File: config.mk
export PLATFORM = sky130hd
export DESIGN_NAME = hyperbus_wb_bridge_flat
export DESIGN_NICKNAME = d
export VERILOG_FILES = /design/src/rtl/hyperbus_wb_bridge_if.sv /design/src/rtl/hyperbus_wb_bridge.sv /design/src/flat_wrapper.sv
export SDC_FILE = /design/constraint.sdc
export NUM_CORES = 1
export LEC_CHECK = 0
export BUFFER_PORTS_ARGS = -buffer_cell sky130_fd_sc_hd__buf_2
export CORE_MARGIN = 2
export CORE_UTILIZATION = 54
export CTS_CLUSTER_SIZE = 10
export DETAILED_ROUTE_END_ITERATION = 12
export PLACE_DENSITY = 0.84
export SYNTH_ARGS = -nofsm -noshare
export SYNTH_HDL_FRONTEND = slang
export SYNTH_SLANG_ARGS = --single-unit
File: constraint.sdc
create_clock -name clk -period 6.5 [get_ports clk]
set_input_delay 0.65 -clock clk [delete_from_list [all_inputs] [get_ports clk]]
set_output_delay 0.65 -clock clk [all_outputs]
set_load 0.05 [all_outputs]
File: src/rtl/hyperbus_wb_bridge_if.sv
// Bus bundle between a Wishbone host, the hyperbus_wb_bridge and the hyperbus DDR controller.
// The bridge uses 'slave'; the host/controller side uses 'master'.
interface hyperbus_wb_bridge_if #(
  parameter int unsigned ADDR_LENGTH  = 32,
  parameter int unsigned WB_ADR_WIDTH = 32
);
  logic                    wb_cyc_i;
  logic                    wb_stb_i;
  logic                    wb_we_i;
  logic [WB_ADR_WIDTH-1:0] wb_adr_i;
  logic [31:0]             wb_dat_i;
  logic [3:0]              wb_sel_i;
  logic [31:0]             wb_dat_o;
  logic                    wb_ack_o;
  logic                    wb_err_o;
  logic [ADDR_LENGTH-1:0]  hb_adr_o;
  logic [15:0]             hb_dat_o;
  logic [1:0]              hb_mask_o;
  logic                    hb_reg_space_o;
  logic                    hb_wrq_o;
  logic                    hb_rrq_o;
  logic [15:0]             hb_dat_i;
  logic                    hb_ready_i;
  logic                    hb_valid_i;

  modport slave (
    input  wb_cyc_i, wb_stb_i, wb_we_i, wb_adr_i, wb_dat_i, wb_sel_i,
           hb_dat_i, hb_ready_i, hb_valid_i,
    output wb_dat_o, wb_ack_o, wb_err_o,
           hb_adr_o, hb_dat_o, hb_mask_o, hb_reg_space_o, hb_wrq_o, hb_rrq_o
  );

  modport master (
    output wb_cyc_i, wb_stb_i, wb_we_i, wb_adr_i, wb_dat_i, wb_sel_i,
           hb_dat_i, hb_ready_i, hb_valid_i,
    input  wb_dat_o, wb_ack_o, wb_err_o,
           hb_adr_o, hb_dat_o, hb_mask_o, hb_reg_space_o, hb_wrq_o, hb_rrq_o
  );
endinterface

File: src/rtl/hyperbus_wb_bridge.sv
// Wishbone classic slave that turns each 32-bit access into one 2-word hyperbus burst,
// high half first, with a per-burst stall timeout reported as wb_err_o.
module hyperbus_wb_bridge #(
  parameter int unsigned ADDR_LENGTH    = 32,
  parameter int unsigned WB_ADR_WIDTH   = 32,
  parameter int unsigned REG_SPACE_BIT  = 31,
  parameter int unsigned TIMEOUT_CYCLES = 1024
) (
  input  logic                 clk,
  input  logic                 rstn,
  hyperbus_wb_bridge_if.slave  bus
);

  localparam int unsigned TW = $clog2(TIMEOUT_CYCLES + 1);
  localparam logic [TW-1:0] TO_LAST = TW'(TIMEOUT_CYCLES - 1);

  localparam logic [1:0] S_IDLE  = 2'd0;
  localparam logic [1:0] S_WRITE = 2'd1;
  localparam logic [1:0] S_READ  = 2'd2;
  localparam logic [1:0] S_DONE  = 2'd3;

  logic [1:0]             r_state;
  logic [31:0]            r_dat;
  logic [3:0]             r_sel;
  logic                   r_idx;
  logic [TW-1:0]          r_to;
  logic                   r_ack;
  logic                   r_err;
  logic                   r_wrq;
  logic                   r_rrq;
  logic [31:0]            r_rdat;
  logic [ADDR_LENGTH-1:0] r_hb_adr;
  logic                   r_reg;

  logic [ADDR_LENGTH-1:0] w_hb_adr;
  logic                   w_beat;

  // Byte address to 16-bit word address, zero-extended or truncated to ADDR_LENGTH.
  assign w_hb_adr = ADDR_LENGTH'({{ADDR_LENGTH{1'b0}}, bus.wb_adr_i} >> 1);

  assign w_beat = (r_state == S_WRITE) ? (bus.hb_ready_i & r_wrq)
                                       : (bus.hb_valid_i & r_rrq);

  always_ff @(posedge clk or negedge rstn) begin
    if (!rstn) begin
      r_state  <= S_IDLE;
      r_dat    <= '0;
      r_sel    <= '0;
      r_idx    <= 1'b0;
      r_to     <= '0;
      r_ack    <= 1'b0;
      r_err    <= 1'b0;
      r_wrq    <= 1'b0;
      r_rrq    <= 1'b0;
      r_rdat   <= '0;
      r_hb_adr <= '0;
      r_reg    <= 1'b0;
    end else begin
      r_ack <= 1'b0;
      r_err <= 1'b0;
      case (r_state)
        S_IDLE: begin
          // The host still holds stb during the err cycle; do not re-accept that access.
          if (bus.wb_cyc_i && bus.wb_stb_i && !r_err) begin
            r_dat    <= bus.wb_dat_i;
            r_sel    <= bus.wb_sel_i;
            r_hb_adr <= w_hb_adr;
            r_reg    <= bus.wb_adr_i[REG_SPACE_BIT];
            r_idx    <= 1'b0;
            r_to     <= '0;
            if (bus.wb_we_i) begin
              r_wrq   <= 1'b1;
              r_state <= S_WRITE;
            end else begin
              r_rrq   <= 1'b1;
              r_state <= S_READ;
            end
          end
        end
        S_WRITE, S_READ: begin
          if (!bus.wb_cyc_i) begin
            r_wrq   <= 1'b0;
            r_rrq   <= 1'b0;
            r_state <= S_IDLE;
          end else if (w_beat) begin
            r_to <= '0;
            if (r_state == S_READ) begin
              if (r_idx) r_rdat[15:0]  <= bus.hb_dat_i;
              else       r_rdat[31:16] <= bus.hb_dat_i;
            end
            if (r_idx) begin
              r_wrq   <= 1'b0;
              r_rrq   <= 1'b0;
              r_ack   <= 1'b1;
              r_state <= S_DONE;
            end else begin
              r_idx <= 1'b1;
            end
          end else if (r_to == TO_LAST) begin
            r_wrq   <= 1'b0;
            r_rrq   <= 1'b0;
            r_err   <= 1'b1;
            r_state <= S_IDLE;
          end else begin
            r_to <= r_to + TW'(1);
          end
        end
        S_DONE:  r_state <= S_IDLE;
        default: r_state <= S_IDLE;
      endcase
    end
  end

  assign bus.wb_dat_o       = r_rdat;
  assign bus.wb_ack_o       = r_ack;
  assign bus.wb_err_o       = r_err;
  assign bus.hb_adr_o       = r_hb_adr;
  assign bus.hb_reg_space_o = r_reg;
  assign bus.hb_wrq_o       = r_wrq;
  assign bus.hb_rrq_o       = r_rrq;
  assign bus.hb_dat_o       = (r_state == S_WRITE) ? (r_idx ? r_dat[15:0] : r_dat[31:16]) : '0;
  assign bus.hb_mask_o      = (r_state == S_WRITE) ? (r_idx ? ~r_sel[1:0] : ~r_sel[3:2]) : 2'b11;

endmodule

File: src/flat_wrapper.sv
// flat-port wrapper written by rule: the top's interface ports become plain ports
module hyperbus_wb_bridge_flat 
#(
  parameter int unsigned ADDR_LENGTH    = 32,
  parameter int unsigned WB_ADR_WIDTH   = 32,
  parameter int unsigned REG_SPACE_BIT  = 31,
  parameter int unsigned TIMEOUT_CYCLES = 1024
)
  (clk, rstn, bus_wb_cyc_i, bus_wb_stb_i, bus_wb_we_i, bus_wb_adr_i, bus_wb_dat_i, bus_wb_sel_i, bus_hb_dat_i, bus_hb_ready_i, bus_hb_valid_i, bus_wb_dat_o, bus_wb_ack_o, bus_wb_err_o, bus_hb_adr_o, bus_hb_dat_o, bus_hb_mask_o, bus_hb_reg_space_o, bus_hb_wrq_o, bus_hb_rrq_o);
  hyperbus_wb_bridge_if #(.ADDR_LENGTH(ADDR_LENGTH), .WB_ADR_WIDTH(WB_ADR_WIDTH)) bus_i ();
  input  logic clk;
  input  logic rstn;
  input wire logic [$bits(bus_i.wb_cyc_i)-1:0] bus_wb_cyc_i;
  input wire logic [$bits(bus_i.wb_stb_i)-1:0] bus_wb_stb_i;
  input wire logic [$bits(bus_i.wb_we_i)-1:0] bus_wb_we_i;
  input wire logic [$bits(bus_i.wb_adr_i)-1:0] bus_wb_adr_i;
  input wire logic [$bits(bus_i.wb_dat_i)-1:0] bus_wb_dat_i;
  input wire logic [$bits(bus_i.wb_sel_i)-1:0] bus_wb_sel_i;
  input wire logic [$bits(bus_i.hb_dat_i)-1:0] bus_hb_dat_i;
  input wire logic [$bits(bus_i.hb_ready_i)-1:0] bus_hb_ready_i;
  input wire logic [$bits(bus_i.hb_valid_i)-1:0] bus_hb_valid_i;
  output wire logic [$bits(bus_i.wb_dat_o)-1:0] bus_wb_dat_o;
  output wire logic [$bits(bus_i.wb_ack_o)-1:0] bus_wb_ack_o;
  output wire logic [$bits(bus_i.wb_err_o)-1:0] bus_wb_err_o;
  output wire logic [$bits(bus_i.hb_adr_o)-1:0] bus_hb_adr_o;
  output wire logic [$bits(bus_i.hb_dat_o)-1:0] bus_hb_dat_o;
  output wire logic [$bits(bus_i.hb_mask_o)-1:0] bus_hb_mask_o;
  output wire logic [$bits(bus_i.hb_reg_space_o)-1:0] bus_hb_reg_space_o;
  output wire logic [$bits(bus_i.hb_wrq_o)-1:0] bus_hb_wrq_o;
  output wire logic [$bits(bus_i.hb_rrq_o)-1:0] bus_hb_rrq_o;
  assign bus_i.wb_cyc_i = bus_wb_cyc_i;
  assign bus_i.wb_stb_i = bus_wb_stb_i;
  assign bus_i.wb_we_i = bus_wb_we_i;
  assign bus_i.wb_adr_i = bus_wb_adr_i;
  assign bus_i.wb_dat_i = bus_wb_dat_i;
  assign bus_i.wb_sel_i = bus_wb_sel_i;
  assign bus_i.hb_dat_i = bus_hb_dat_i;
  assign bus_i.hb_ready_i = bus_hb_ready_i;
  assign bus_i.hb_valid_i = bus_hb_valid_i;
  assign bus_wb_dat_o = bus_i.wb_dat_o;
  assign bus_wb_ack_o = bus_i.wb_ack_o;
  assign bus_wb_err_o = bus_i.wb_err_o;
  assign bus_hb_adr_o = bus_i.hb_adr_o;
  assign bus_hb_dat_o = bus_i.hb_dat_o;
  assign bus_hb_mask_o = bus_i.hb_mask_o;
  assign bus_hb_reg_space_o = bus_i.hb_reg_space_o;
  assign bus_hb_wrq_o = bus_i.hb_wrq_o;
  assign bus_hb_rrq_o = bus_i.hb_rrq_o;
  hyperbus_wb_bridge #(.ADDR_LENGTH(ADDR_LENGTH), .WB_ADR_WIDTH(WB_ADR_WIDTH), .REG_SPACE_BIT(REG_SPACE_BIT), .TIMEOUT_CYCLES(TIMEOUT_CYCLES)) u_core (.clk(clk), .rstn(rstn), .bus(bus_i));
endmodule
### Word-level counts from Yosys, hierarchy flattened

Index checks and enable logic that the tools add are counted.

* register bits: 118
* output and inout bits: 87

* $add $sub $neg: 1
* equality and inequality tests: 12
* mux-type cells: 39
* bitwise logic cells: 5
* reduce and logical (&&, ||, !) cells: 14

Operators by type and width (number)
* $mux W11: 4
* $mux W16: 2
* $pmux W11 S2: 1
* $mux W1: 20
* $reduce_and A5 Y1: 4
* $mux W2: 8
* $add A11 B1 Y11 const B: 1
* $eq A11 B10 Y1 const B: 1
* $reduce_and A4 Y1: 2
* $ne A2 B2 Y1 const B: 3
* $pmux W1 S2: 3
* $pmux W2 S3: 1
* $eq A2 B2 Y1 const B: 2
* $ne A2 B1 Y1 const B: 2
* $ne A4 B2 Y1 const B: 1
* $ne A4 B3 Y1 const B: 1
* $not A2 Y2: 2
* $ne A3 B2 Y1 const B: 1
* $reduce_and A3 Y1: 1
* $and A1 B1 Y1: 2
* $eq A2 B1 Y1 const B: 1
* $logic_and A1 B1 Y1: 2
* $logic_not A2 Y1: 1
* $reduce_and A2 Y1: 1
* other kinds (4): 4

### Logic depth before layout (Yosys ltp)

* depth after elaboration: 5
* mapped depth: 8

### Least setup slack after synthesis

No wires, ideal clock.

* path kind: reg2out
* from: register u_core.r_state[1]
* to: output port bus_hb_dat_o[10]
* arrival: 1839 ps
* data required time: 5850 ps
* setup slack: 4011 ps
* cell stages (with the launch flop): 6
* cells stage by stage: dfrtp_1 -> inv_1 -> ha_1 -> clkbuf_1 -> clkbuf_1 -> nor2b_1

* longest elaborated chain between the ends: 2

Ends and longest elaborated chain
* start, declared: line hyperbus_wb_bridge.sv:22 `logic [1:0] r_state;`
* start signal, assigned: line hyperbus_wb_bridge.sv:46 `r_state <= S_IDLE;`
* start signal, assigned: line hyperbus_wb_bridge.sv:73 `r_state <= S_WRITE;`
* start signal, assigned: line hyperbus_wb_bridge.sv:76 `r_state <= S_READ;`
* $eq A2 B1 Y1: line hyperbus_wb_bridge.sv:121 `assign bus.hb_dat_o = (r_state == S_WRITE) ? (r_idx ? r_dat[15:0] : r_dat[31:16]) : '0;`
* $mux W16: line hyperbus_wb_bridge.sv:121
* end, declared: line flat_wrapper.sv:26 `output wire logic [$bits(bus_i.hb_dat_o)-1:0] bus_hb_dat_o;`

Every way passes these cells.

### Worst setup path after layout

* from: register u_core.r_state[1]
* to: register u_core.r_rdat[30] (netlist: u_core.bus.wb_dat_o[30])

* longest elaborated chain between the ends: 3
* elaborated cells on any way between the ends: 5
* those cells by class: eq/ne: 2; mux: 1; reduce/logical: 2

Ends and longest elaborated chain
* $eq A2 B2 Y1 / $eq A2 B1 Y1 (equally long branches): line hyperbus_wb_bridge.sv:61, hyperbus_wb_bridge.sv:87, hyperbus_wb_bridge.sv:41
* $reduce_or A2 Y1 / $mux W1 (equally long branches): line hyperbus_wb_bridge.sv:61, hyperbus_wb_bridge.sv:41
* $reduce_and A5 Y1 (no line) (*)
* end signal, assigned: line hyperbus_wb_bridge.sv:89 `else r_rdat[31:16] <= bus.hb_dat_i;`
* end, declared: line hyperbus_wb_bridge.sv:31 `logic [31:0] r_rdat;`

Every way passes the cells marked *; elsewhere a longest branch is shown, timed or not.
A chain may end at the register's enable or synchronous reset.

==> summary.txt <==
Detailed routing
  – Post-DRT Antenna Nets: 0
  – Vias/cell: 5.32
  – Remaining DRCs: 0
  – Initial DRT Pass Iterations: 4
  – Final WL: 10.5 mm
  – Via count: 3532
  – DR iter-0 viols: 51
  – WL/cell: 15.9 um

CTS
  – Hold buffer count at CTS: 0
  – Setup bufs post-CTS: 0
  – Htree depth: 4
  – Post_cts resized: 0
  – CTS clk-pin slew, worst paths: 0.06 ns
  – Total clock sinks: between 100 and 150
  – CTS tree: built
  – Maximum root-to-sink buffer count: 2
  – Clock Latency Late Sink: 0.51 ns
  – Cts bufs inserted: 17
  – Root Buffer Master: clkbuf_8

Critical path
  – WS Path Type: reg2reg
  – FF-to-FF setup slack: around 3.5 ns
  – CP Launch Type: register
  – Critical path arrival: 3.41 ns
  – Crit path required time: between 6 and 7 ns
  – R2R Path End: u_core.bus.wb_dat_o[30]
  – Crit end category: register
  – R2R cell count: 7
  – Worst-path fanout max: 21
  – Reg2reg start: u_core.r_state[1]

Yosys
  – Ys Warns: 0
  – Seq/Total Area, Yosys: 58.4%
  – Mapped Cells: about 360
  – FF+latch count, synth: between 100 and 150
  – Post-synth cell types: 40
  – Top FF cell, synth: dfrtp_1
  – Mapped Area: 5020 sq um
  – Post-synthesis area per instance: 14.0 sq um
  – EDFF count, synth: 0
  – Syn nets: 456
  – Post-synth ARST share: 100%

Pwr
  – Cell internal pwr: 2200 uW
  – Gate power share: 45.4%
  – Net Sw Frac: 44.3%
  – Leak: 0.00334 uW
  – Max rail drop VDD: 0.000333 V
  – Net Sw Power: 1750 uW
  – Clock network fraction of design power: between 20% and 30%
  – P per Cell Area: around 600 nW/um^2
  – Power share of the sequential group: a little under a third

Global routing
  – Total gr overflow: 0
  – Initial antenna violation count: 0
  – First-pass GRT wire length: 16.9 mm
  – Vias in the first global route: ~3700
  – Largest net degree at the start of global routing: 74
  – All-Layer GR Usage: 21.6%

Cells and area
  – Commonest non-fill, non-tap cell in the layout: buf_2
  – Fin nets: 637
  – Most frequent cells in the layout: buf_2, dfrtp_1, mux2_2, mux2i_1
  – Finished Layout Cells: approximately 660
  – Share of layout cells above drive strength 1: 57.7%
  – Layout area overhead: 31.2%
  – Final instance area: between 6000 and 7000 sq um
  – Final Util: 72.3%
  – # diodes: 0

Place
  – Post-detail-place hpwl: 7.27 mm
  – Placed cell count: around 630
  – Port bufs: 175
  – RePlAce Congestion: 0.850
  – Placed cell area: 5980 sq um

Timing
  – RSZ-0062 raised after global routing: no
  – Final setup viols: 0
  – Final period util: 46.6%
  – Fmax achieved: 0.330 GHz
  – Final hold vios: 0
  – Tightest Pin Transition: 0.905 ns
  – Min Tclk post-route: 3.03 ns
  – Worst rel slew slack: between 30 and 40%
  – Max Slew Vio Count: 0
  – Setup TNS: 0 ns
  – Skew final: ~0.017 ns

Floorplanning
  – Starting density of the core: 55.1%
  – Die area: around 10000 sq um
  – Core footprint: 9110 sq um
  – Die X: 100 um
  – Die Height: 100 um
  – Num ports: ~180
  – Row count: 35

Worst hold path
  – Worst Hold Class: in2async

Job
  – Max cap viols: 0

Status
  – Outcome: completed
[layout make-up]
class,instances,area (sq um)
multi-input combinational,218,1970
sequential,117,2930
inverter,7,26.3
fill,634,2530
timing repair buffer,179,908
clock buffer,17,414
clock inverter,15,193
tap,111,139
[state kept, by name, summed over array words and instances, names as in the netlist]
register / flops
u_core.bus.hb_adr_o: 31
u_core.bus.hb_rrq_o: 1
u_core.bus.hb_wrq_o: 1
u_core.bus.wb_ack_o: 1
u_core.bus.wb_dat_o: 32
u_core.bus.wb_err_o: 1
u_core.r_dat: 32
u_core.r_idx: 1
u_core.r_sel: 4
u_core.r_state: 2
u_core.r_to: 11
[power groups by stage]
| stage | logic (uW) | clock network (uW) | registers, uW |
|---|---|---|---|
| after floorplan | 731 | 0 | 1870 |
| after global placement | 1760 | 0 | 1190 |
| after detailed placement | 1800 | 0 | 1220 |
| after CTS | 1810 | 964 | 1210 |
| after global routing | 1880 | 997 | 1250 |
| final | 1790 | 949 | 1210 |
[routing by layer]
layer / vias to the layer above / track usage [%] / part of all wire (%)
li1: 1625 / - / -
met1: 1750 / 25.0 / 39
met2: 135 / 35.8 / 52
met3: 22 / 8.77 / 7.2
met4: 0 / 8.64 / 2.0
met5: - / 0 / 0
[synth_stat cells (2+ instances only)]
library cell,instances,area share (%)
and3_1,3,0.37
buf_2,7,0.70
buf_4,2,0.30
clkbuf_1,7,0.52
dfrtp_1,117,58
ha_1,6,1.5
inv_1,7,0.52
mux2_2,102,23
mux2i_1,17,3.4
nand2_1,14,1.0
nand3_1,4,0.40
nand4_1,2,0.25
nor2_1,10,0.75
nor2b_1,16,2.0
nor3_1,3,0.30
nor3b_1,2,0.30
nor4_1,4,0.50
o21a_1,3,0.45
o21ai_0,5,0.50
xnor2_1,8,1.4
[per-stage QoR]
| step | power, uW | hold slack [ns] | worst slack, ns |
|---|---|---|---|
| 6_report | 3950 | 0.121 | 3.47 |
| 5_1_grt | 4130 | 0.160 | 3.25 |
| 4_1_cts | 3990 | 0.147 | 3.48 |
| 3_5_place_dp | 3020 | 0.488 | 3.46 |
| 3_3_place_gp | 2950 | 0.481 | 3.53 |
| 2_1_floorplan | 2600 | 0.354 | 4.01 |
[how the worst max path moves through the flow]
stage,start,to,cells after the start
final,u_core.r_state[1],u_core.bus.wb_dat_o[30],7
after global routing,u_core.r_state[1],u_core.bus.wb_dat_o[30],7
after CTS,u_core.r_state[1],u_core.bus.wb_dat_o[30],7
after detailed placement,u_core.r_state[1],u_core.bus.wb_dat_o[29],7
after global placement,u_core.r_state[1],u_core.bus.wb_dat_o[27],7
after floorplan,u_core.r_state[1],bus_hb_dat_o[10],5
[cell families (layout without fill, tap and decap cells)]
| kind of cell | count (synthesis) | in the layout | share of synthesized area [%] |
|---|---|---|---|
| AO/OA/AOI/OAI | 18 | 18 | 2.49 |
| XOR/XNOR | 8 | 8 | 1.40 |
| adder cells (fa/ha/maj) | 6 | 6 | 1.50 |
| buffers and inverters | 24 | 218 | 2.27 |
| flip-flops | 117 | 117 | 58.4 |
| multiplexers | 120 | 120 | 26.6 |
| other | 1 | 1 | 0.0748 |
| AND/OR/NAND/NOR | 65 | 65 | 7.31 |
[worst max-delay path: stages, from the launching register on]
cell and delay (ns):
dfrtp_1 0.40, inv_1 0.12, ha_1 0.69, nand3_1 0.19, o21a_1 0.23, nor3_2 0.61, buf_4 0.30, mux2_2 0.35
Power figures use the tool's default switching activity.
